--- src/rtl/fb_pkg.sv ---
// Shared types and constants for the framebuffer swap controller.
// Build option: FB_TRIPLE_BUFFER_EN selects three buffers instead of two.
package fb_pkg;

`ifdef FB_TRIPLE_BUFFER_EN
    localparam int NUM_FB = 3;
`else
    localparam int NUM_FB = 2;
`endif

    // Buffer index: 0, 1 or 2.
    typedef logic [1:0] fb_idx_t;

    // Handshake FSM states.
    typedef enum logic [1:0] {
        IDLE = 2'd0,
        PEND = 2'd1,
        DONE = 2'd2
    } fb_state_t;

    // With three buffers the indices always form {0,1,2}, so the one not in
    // use is 3 minus the other two.
    function automatic fb_idx_t free_idx(input fb_idx_t a, input fb_idx_t b);
        return fb_idx_t'(2'd3 - a - b);
    endfunction

endpackage

--- src/rtl/fb_buf_allocator.sv ---
// Next-index computation for triple buffering (display / render / queue).
// Build option: FB_TRIPLE_BUFFER_EN; the module only exists in triple builds.
`ifdef FB_TRIPLE_BUFFER_EN
module fb_buf_allocator
    import fb_pkg::*;
(
    input  fb_idx_t disp_idx,
    input  fb_idx_t rend_idx,
    input  fb_idx_t queue_idx,
    input  logic    queue_valid,
    input  logic    frame_start,
    input  logic    accept,
    output fb_idx_t disp_idx_next,
    output fb_idx_t rend_idx_next,
    output fb_idx_t queue_idx_next,
    output logic    queue_valid_next,
    output logic    drop
);

    fb_idx_t disp_flip;
    logic    valid_flip;

    // A frame boundary consumes the queued frame first; a request accepted
    // in the same cycle is then queued behind it and waits for the next one.
    always_comb begin
        disp_flip  = disp_idx;
        valid_flip = queue_valid;
        if (frame_start && queue_valid) begin
            disp_flip  = queue_idx;
            valid_flip = 1'b0;
        end

        disp_idx_next    = disp_flip;
        rend_idx_next    = rend_idx;
        queue_idx_next   = queue_idx;
        queue_valid_next = valid_flip;
        drop             = 1'b0;

        if (accept) begin
            queue_idx_next   = rend_idx;
            queue_valid_next = 1'b1;
            if (valid_flip) begin
                // Older queued frame is overwritten: render into its buffer.
                rend_idx_next = queue_idx;
                drop          = 1'b1;
            end else begin
                rend_idx_next = free_idx(disp_flip, rend_idx);
            end
        end
    end

endmodule
`endif

--- src/rtl/fb_swap_controller.sv ---
// Framebuffer flip scheduler: flips only take effect on frame_start.
// Build option: FB_TRIPLE_BUFFER_EN enables triple buffering and drop_cnt.
module fb_swap_controller
    import fb_pkg::*;
#(
    parameter logic [31:0] FB_1_ADDR = 32'h01E00000,
    parameter logic [31:0] FB_2_ADDR = 32'h01C00000,
    parameter logic [31:0] FB_3_ADDR = 32'h01A00000
)
(
    input  logic        aclk,
    input  logic        resetn,
    input  logic        swap,
    output logic        swapped,
    input  logic        frame_start,
    output logic [31:0] disp_addr,
    output logic [31:0] render_addr,
    output logic [15:0] frame_cnt,
    output logic        flip_pending
`ifdef FB_TRIPLE_BUFFER_EN
    ,
    output logic [15:0] drop_cnt
`endif
);

    fb_state_t   state_reg, state_next;
    logic        swapped_reg, swapped_next;
    fb_idx_t     disp_idx_reg, disp_idx_next;
    fb_idx_t     rend_idx_reg, rend_idx_next;
    logic [31:0] disp_addr_reg, render_addr_reg;
    logic [15:0] frame_cnt_reg;
    logic [31:0] fb_addr_tbl [4];
    logic        accept;

    // Index-to-address table; unused indices alias buffer 0.
    for (genvar gi = 0; gi < 4; gi++) begin : g_addr_tbl
        assign fb_addr_tbl[gi] = (gi == 0) ? FB_1_ADDR :
                                 (gi == 1) ? FB_2_ADDR :
                                 (gi == 2 && NUM_FB == 3) ? FB_3_ADDR : FB_1_ADDR;
    end

    assign accept = (state_reg == IDLE) && swap && swapped_reg;

`ifdef FB_TRIPLE_BUFFER_EN
    fb_idx_t     queue_idx_reg, queue_idx_next;
    logic        queue_valid_reg, queue_valid_next;
    logic        drop;
    logic [15:0] drop_cnt_reg;

    fb_buf_allocator u_alloc (
        .disp_idx         (disp_idx_reg),
        .rend_idx         (rend_idx_reg),
        .queue_idx        (queue_idx_reg),
        .queue_valid      (queue_valid_reg),
        .frame_start      (frame_start),
        .accept           (accept),
        .disp_idx_next    (disp_idx_next),
        .rend_idx_next    (rend_idx_next),
        .queue_idx_next   (queue_idx_next),
        .queue_valid_next (queue_valid_next),
        .drop             (drop)
    );

    // Queue slot and saturating dropped-frame counter.
    always_ff @(posedge aclk or negedge resetn) begin
        if (!resetn) begin
            queue_idx_reg   <= 2'd2;
            queue_valid_reg <= 1'b0;
            drop_cnt_reg    <= 16'd0;
        end else begin
            queue_idx_reg   <= queue_idx_next;
            queue_valid_reg <= queue_valid_next;
            if (drop && drop_cnt_reg != 16'hFFFF)
                drop_cnt_reg <= drop_cnt_reg + 16'd1;
        end
    end

    assign flip_pending = queue_valid_reg;
    assign drop_cnt     = drop_cnt_reg;
`else
    logic flip_pending_reg, flip_pending_next;

    // Pending-flip flag for the double-buffer handshake.
    always_ff @(posedge aclk or negedge resetn) begin
        if (!resetn)
            flip_pending_reg <= 1'b0;
        else
            flip_pending_reg <= flip_pending_next;
    end

    assign flip_pending = flip_pending_reg;
`endif

    // Handshake FSM next-state and index updates.
    always_comb begin
        state_next   = state_reg;
        swapped_next = swapped_reg;
`ifndef FB_TRIPLE_BUFFER_EN
        disp_idx_next     = disp_idx_reg;
        rend_idx_next     = rend_idx_reg;
        flip_pending_next = flip_pending_reg;
`endif
        case (state_reg)
            IDLE: begin
                if (accept) begin
                    swapped_next = 1'b0;
`ifdef FB_TRIPLE_BUFFER_EN
                    // Queued immediately; only wait for swap to drop.
                    state_next = DONE;
`else
                    state_next        = PEND;
                    flip_pending_next = 1'b1;
`endif
                end
            end
            PEND: begin
`ifdef FB_TRIPLE_BUFFER_EN
                state_next = IDLE;
`else
                if (frame_start) begin
                    state_next        = DONE;
                    disp_idx_next     = rend_idx_reg;
                    rend_idx_next     = disp_idx_reg;
                    flip_pending_next = 1'b0;
                end
`endif
            end
            DONE: begin
                if (!swap) begin
                    state_next   = IDLE;
                    swapped_next = 1'b1;
                end
            end
            default: state_next = IDLE;
        endcase
    end

    // State, indices, registered addresses and frame counter.
    always_ff @(posedge aclk or negedge resetn) begin
        if (!resetn) begin
            state_reg       <= IDLE;
            swapped_reg     <= 1'b1;
            disp_idx_reg    <= 2'd0;
            rend_idx_reg    <= 2'd1;
            disp_addr_reg   <= FB_1_ADDR;
            render_addr_reg <= FB_2_ADDR;
            frame_cnt_reg   <= 16'd0;
        end else begin
            state_reg       <= state_next;
            swapped_reg     <= swapped_next;
            disp_idx_reg    <= disp_idx_next;
            rend_idx_reg    <= rend_idx_next;
            disp_addr_reg   <= fb_addr_tbl[disp_idx_next];
            render_addr_reg <= fb_addr_tbl[rend_idx_next];
            if (frame_start)
                frame_cnt_reg <= frame_cnt_reg + 16'd1;
        end
    end

    assign swapped     = swapped_reg;
    assign disp_addr   = disp_addr_reg;
    assign render_addr = render_addr_reg;
    assign frame_cnt   = frame_cnt_reg;

endmodule
--- config.mk ---
export PLATFORM = sky130hd
export DESIGN_NAME = fb_swap_controller
export DESIGN_NICKNAME = d
export VERILOG_FILES = /design/src/rtl/fb_pkg.sv /design/src/rtl/fb_buf_allocator.sv /design/src/rtl/fb_swap_controller.sv
export SDC_FILE = /design/constraint.sdc
export NUM_CORES = 1
export LEC_CHECK = 0
export CORE_MARGIN = 5
export CORE_UTILIZATION = 39
export CTS_CLUSTER_SIZE = 30
export DETAILED_ROUTE_END_ITERATION = 7
export GPL_TIMING_DRIVEN = 0
export PLACE_DENSITY = 0.8
export SLEW_MARGIN = 20
export SYNTH_ARGS = -nofsm -noshare
export SYNTH_HDL_FRONTEND = slang
export SYNTH_HIERARCHICAL = 1
export SYNTH_SLANG_ARGS = --single-unit
--- constraint.sdc ---
create_clock -name aclk -period 1.5 [get_ports aclk]
set_input_delay 0.225 -clock aclk [delete_from_list [all_inputs] [get_ports aclk]]
set_output_delay 0.225 -clock aclk [all_outputs]
set_load 0.005 [all_outputs]
Word level (Yosys, flattened, before mapping). Index checks and enable logic that the tools add are counted.

Bits in registers: 88. Input port bits: 4. Output and inout bits: 82.

Add/sub/neg operators: 1. Magnitude comparators: 2. Equality and inequality tests: 5. Muxes and demuxes: 20. Bitwise logic cells: 2. Reduce and logical (&&, ||, !) cells: 8.

Operators by type and width (count): $bmux 32 s2 (2); $mux 32 (4); $add 16x1->16 const B (1); $mux 2 (7); $reduce_and 3->1 (3); $ge 3x3->1 const B (2); $ne 2x2->1 const B (3); $not 2->3 (2); $pmux 2 s3 (1); $mux 1 (4); $pmux 1 s2 (2); $reduce_bool 2->1 (2); $eq 2x1->1 const B (1); $eq 2x2->1 const B (1); $logic_and 1x1->1 (2); $logic_not 2->1 (1).

Longest topological paths before layout.
Depth after elaboration: 6. Mapped depth: 5.

Worst setup path before layout. OpenSTA, ideal clock, no wires.

Path type: register -> register. Start point: register frame_cnt_reg[0], in the netlist frame_cnt[0]. End point: register frame_cnt_reg[10], in the netlist frame_cnt[10]. Library setup time: 123 ps. Data arrival time: 1150 ps. Data required time: 1377 ps. Setup slack: 227 ps. Stages on the path, launching flop included: 6. Path buffers: 0. Period minus slack after synthesis: 1273 ps. Cell sequence: dfrtp_1 ha_1 nand3_1 nor2_1 nand4_1 xnor2_1.

Longest elaborated chain between the ends: 1.

Ends and longest elaborated chain: start, declared (line fb_swap_controller.sv:31) `logic [15:0] frame_cnt_reg;`; start signal, assigned (line fb_swap_controller.sv:156) `frame_cnt_reg <= frame_cnt_reg + 16'd1;`; $add 16x1->16 (line fb_swap_controller.sv:156).

No other way between the ends. A chain may end at the register's enable or synchronous reset.

Final worst setup path.
Start point: register frame_cnt_reg[4], in the netlist frame_cnt[4]. End point: output frame_cnt[4].

RTL lines: end, declared (line fb_swap_controller.sv:18) `output logic [15:0] frame_cnt,`.

No word-level cell between the ends.

==> metrics.txt <==
Final nets=256; CTS Root Cell=clkbuf_8; dpl cells=293; Post-synth EDFFs=0; Port Buffers=22; crit-path cells=clkdlybuf4s50_1; clk_skew=0.002947 ns; Hold WS=0.2087 ns; top cell type's share of synthesized area=36.31%; P&R area growth vs syn=37.25%; Starting Density=39.92%; router iterations before antenna repair=4; Synth Flop Type=dfrtp_1; Pwr Total=2.000 mW; Antenna Cells=0; CTS Buffer Depth=2; WL met3=241 um; ys async rst share=100.0%; Synth area leader=dfrtp_1; Setup crit end kind=primary output; Filler Cell Count=380; CTS tree=built; slew at the pin closest to its max-slew limit=0.5587 ns; PD cells=919.2 nW/um2; Clock Latency Late Sink=0.26 ns; RSZ-0062 raised after global routing=no; Routed wire per std cell=8.590 um; Core Footprint=3971 um2; GRT Util Overall=9.512%; #FFs+latches synth=26; Cells after Synth=161; final setup fails=0; final cycle utilization of the critical path=96.57%; total number of vias=1,079; Arr. time, crit path=1.22 ns; max FFs per register=16; Clock transition at path regs=0.08 ns; Via density=3.597; Slowest-stage cell, CP=clkdlybuf4s50_1; Post-Syn Area=1585 um2; die height=73.76 um; fmax=0.6903 GHz; max cap viols=0; Seq/Total Area, Yosys=41.28%; first-iteration detailed-routing DRC count=22; vias in the first global route=992; H-tree depth=1; Placed Area=2088 um2; layout cells sized above 1=34.40%; most frequent cells after synthesis=63 x buf_4, 23 x dfrtp_1, 12 x xnor2_1; Max FO, Critical Path=3; Yosys cell types=23; metal1 wirelength=935 um; P_leak=1.147 nW; DRC viols=0; final hold viol count=0; count leader, synth=buf_4; Setup CP Type=reg2out; Detail Route Antenna Nets=0; Rows=23; final worst setup slack=0.05141 ns; Syn. warnings=6; largest net degree at the start of global routing=27; dpl ws=0.06306 ns; die area=5440 um2; required time worst endpoint=1.27 ns; uppermost layer routed=met4; Slew HR=62.75%; status=finished, final reports clean; initial antenna violation count=0; Chip Width=73.76 um; Finished Layout Cells=300; Slew Limit Fails=0; Startpoint Class=flop; # IOs=86; leading post-synthesis cells by cell area=dfrtp_1 36%, buf_4 30%, xnor2_1 6.6%; Peak VDD IR=0.5207 mV; CP peak stage delay=0.53 ns; met2 WL post-DR=1392 um; first-pass GRT wire length=4153 um; DP Wirelength=2146 um; GPL Wtd Cong=0.7402; gr ovfl total=0; number of clock sinks=26; fin crit period=1.449 ns; final instance area=2176 um2; Buf+Inv Stages, Crit Path=1; type of the tightest min-delay check=in2reg; CP delay by family, top=buffers and inverters; mean post-synth cell area=9.846 um2; CTS Buf Count=3; Routed WL=2577 um
-- path summary, 6_finish.rpt --
check | from | endpoint | slack [ns] | depth (start not counted)
hold reg to reg | frame_cnt[15] | frame_cnt[15] | 0.49 | 1
hold / removal | frame_start | frame_cnt[0] | 0.21 | 2
min in group asynchronous | resetn | frame_cnt[15] | 0.48 | 2
setup / recovery | frame_cnt[4] | frame_cnt[4] | 0.05 | 1
max in group asynchronous | resetn | frame_cnt[1] | 0.61 | 2
setup reg to reg | frame_cnt[9] | frame_cnt[15] | 0.19 | 5
-- through the flow --
step,TNS (ns),util [%]
floorplan,0,-
global placement,-2.424,52.71
detailed placement,0,52.58
CTS,0,54.22
global route,0,54.79
finish,0,54.79
-- power breakdown --
| group | switching [mW] | internal, mW |
|---|---|---|
| sequential | 0.154 | 0.814 |
| combinational | 0.219 | 0.377 |
| clock | 0.202 | 0.234 |
| total | 0.575 | 1.42 |
-- repair_timing --
item | CTS | global route
setup endpoints to repair | 4 | 8
buffers inserted | 0 | 2
cloned | 0 | 0
endpoints found under the hold margin | 23 | 0
hold buffers | 1 | 0
resized for setup | 4 | 5
-- area by class of cell --
cell class	count	area [um2]	share of cell area [%]
Sequential cell	26	661.9	30.42
Multi-Input combinational cell	126	661.9	30.42
Buffer	64	478.0	21.97
Timing Repair Buffer	25	237.7	10.93
Tap cell	50	62.56	2.875
Clock buffer	4	55.05	2.530
Inverter	5	18.77	0.8626
-- cells in the final DEF (no fill, tap or decap), drive strengths merged --
cell type      instances
a31oi                  2
nor3b                  2
buf                   67
and3                   1
conb                  62
a21oi                  1
dfrtp                 23
xor2                   3
clkdlybuf4s50         19
xnor2                 12
dlygate4sd3            1
ha                     1
and4                   1
o21ai                  7
inv                    5
nand3                  5
nor3                   1
clkbuf                 4
mux2                   3
dfstp                  3
nand3b                 1
dlygate4sd2            2
nor2                   8
nand2                 11
nand4                  5
-- kinds of logic after synthesis --
group,Yosys count,share of synthesized area [%]
AND/OR/NAND/NOR,35,12.39
flip-flops,26,41.28
XOR/XNOR,15,8.288
multiplexers,3,2.131
other,2,0.4737
buffers and inverters,69,31.33
adder cells (fa/ha/maj),1,0.7891
AO/OA/AOI/OAI,10,3.314
-- layer usage --
| layer | vias up | GRT usage (%) |
|---|---|---|
| met1 | 465 | 11.45 |
| met3 | 2 | 3.420 |
| met5 | - | 0 |
| met2 | 45 | 16.93 |
| li1 | 567 | - |
| met4 | 0 | 0.6036 |
No activity file was read; power rests on OpenSTA's default activity.
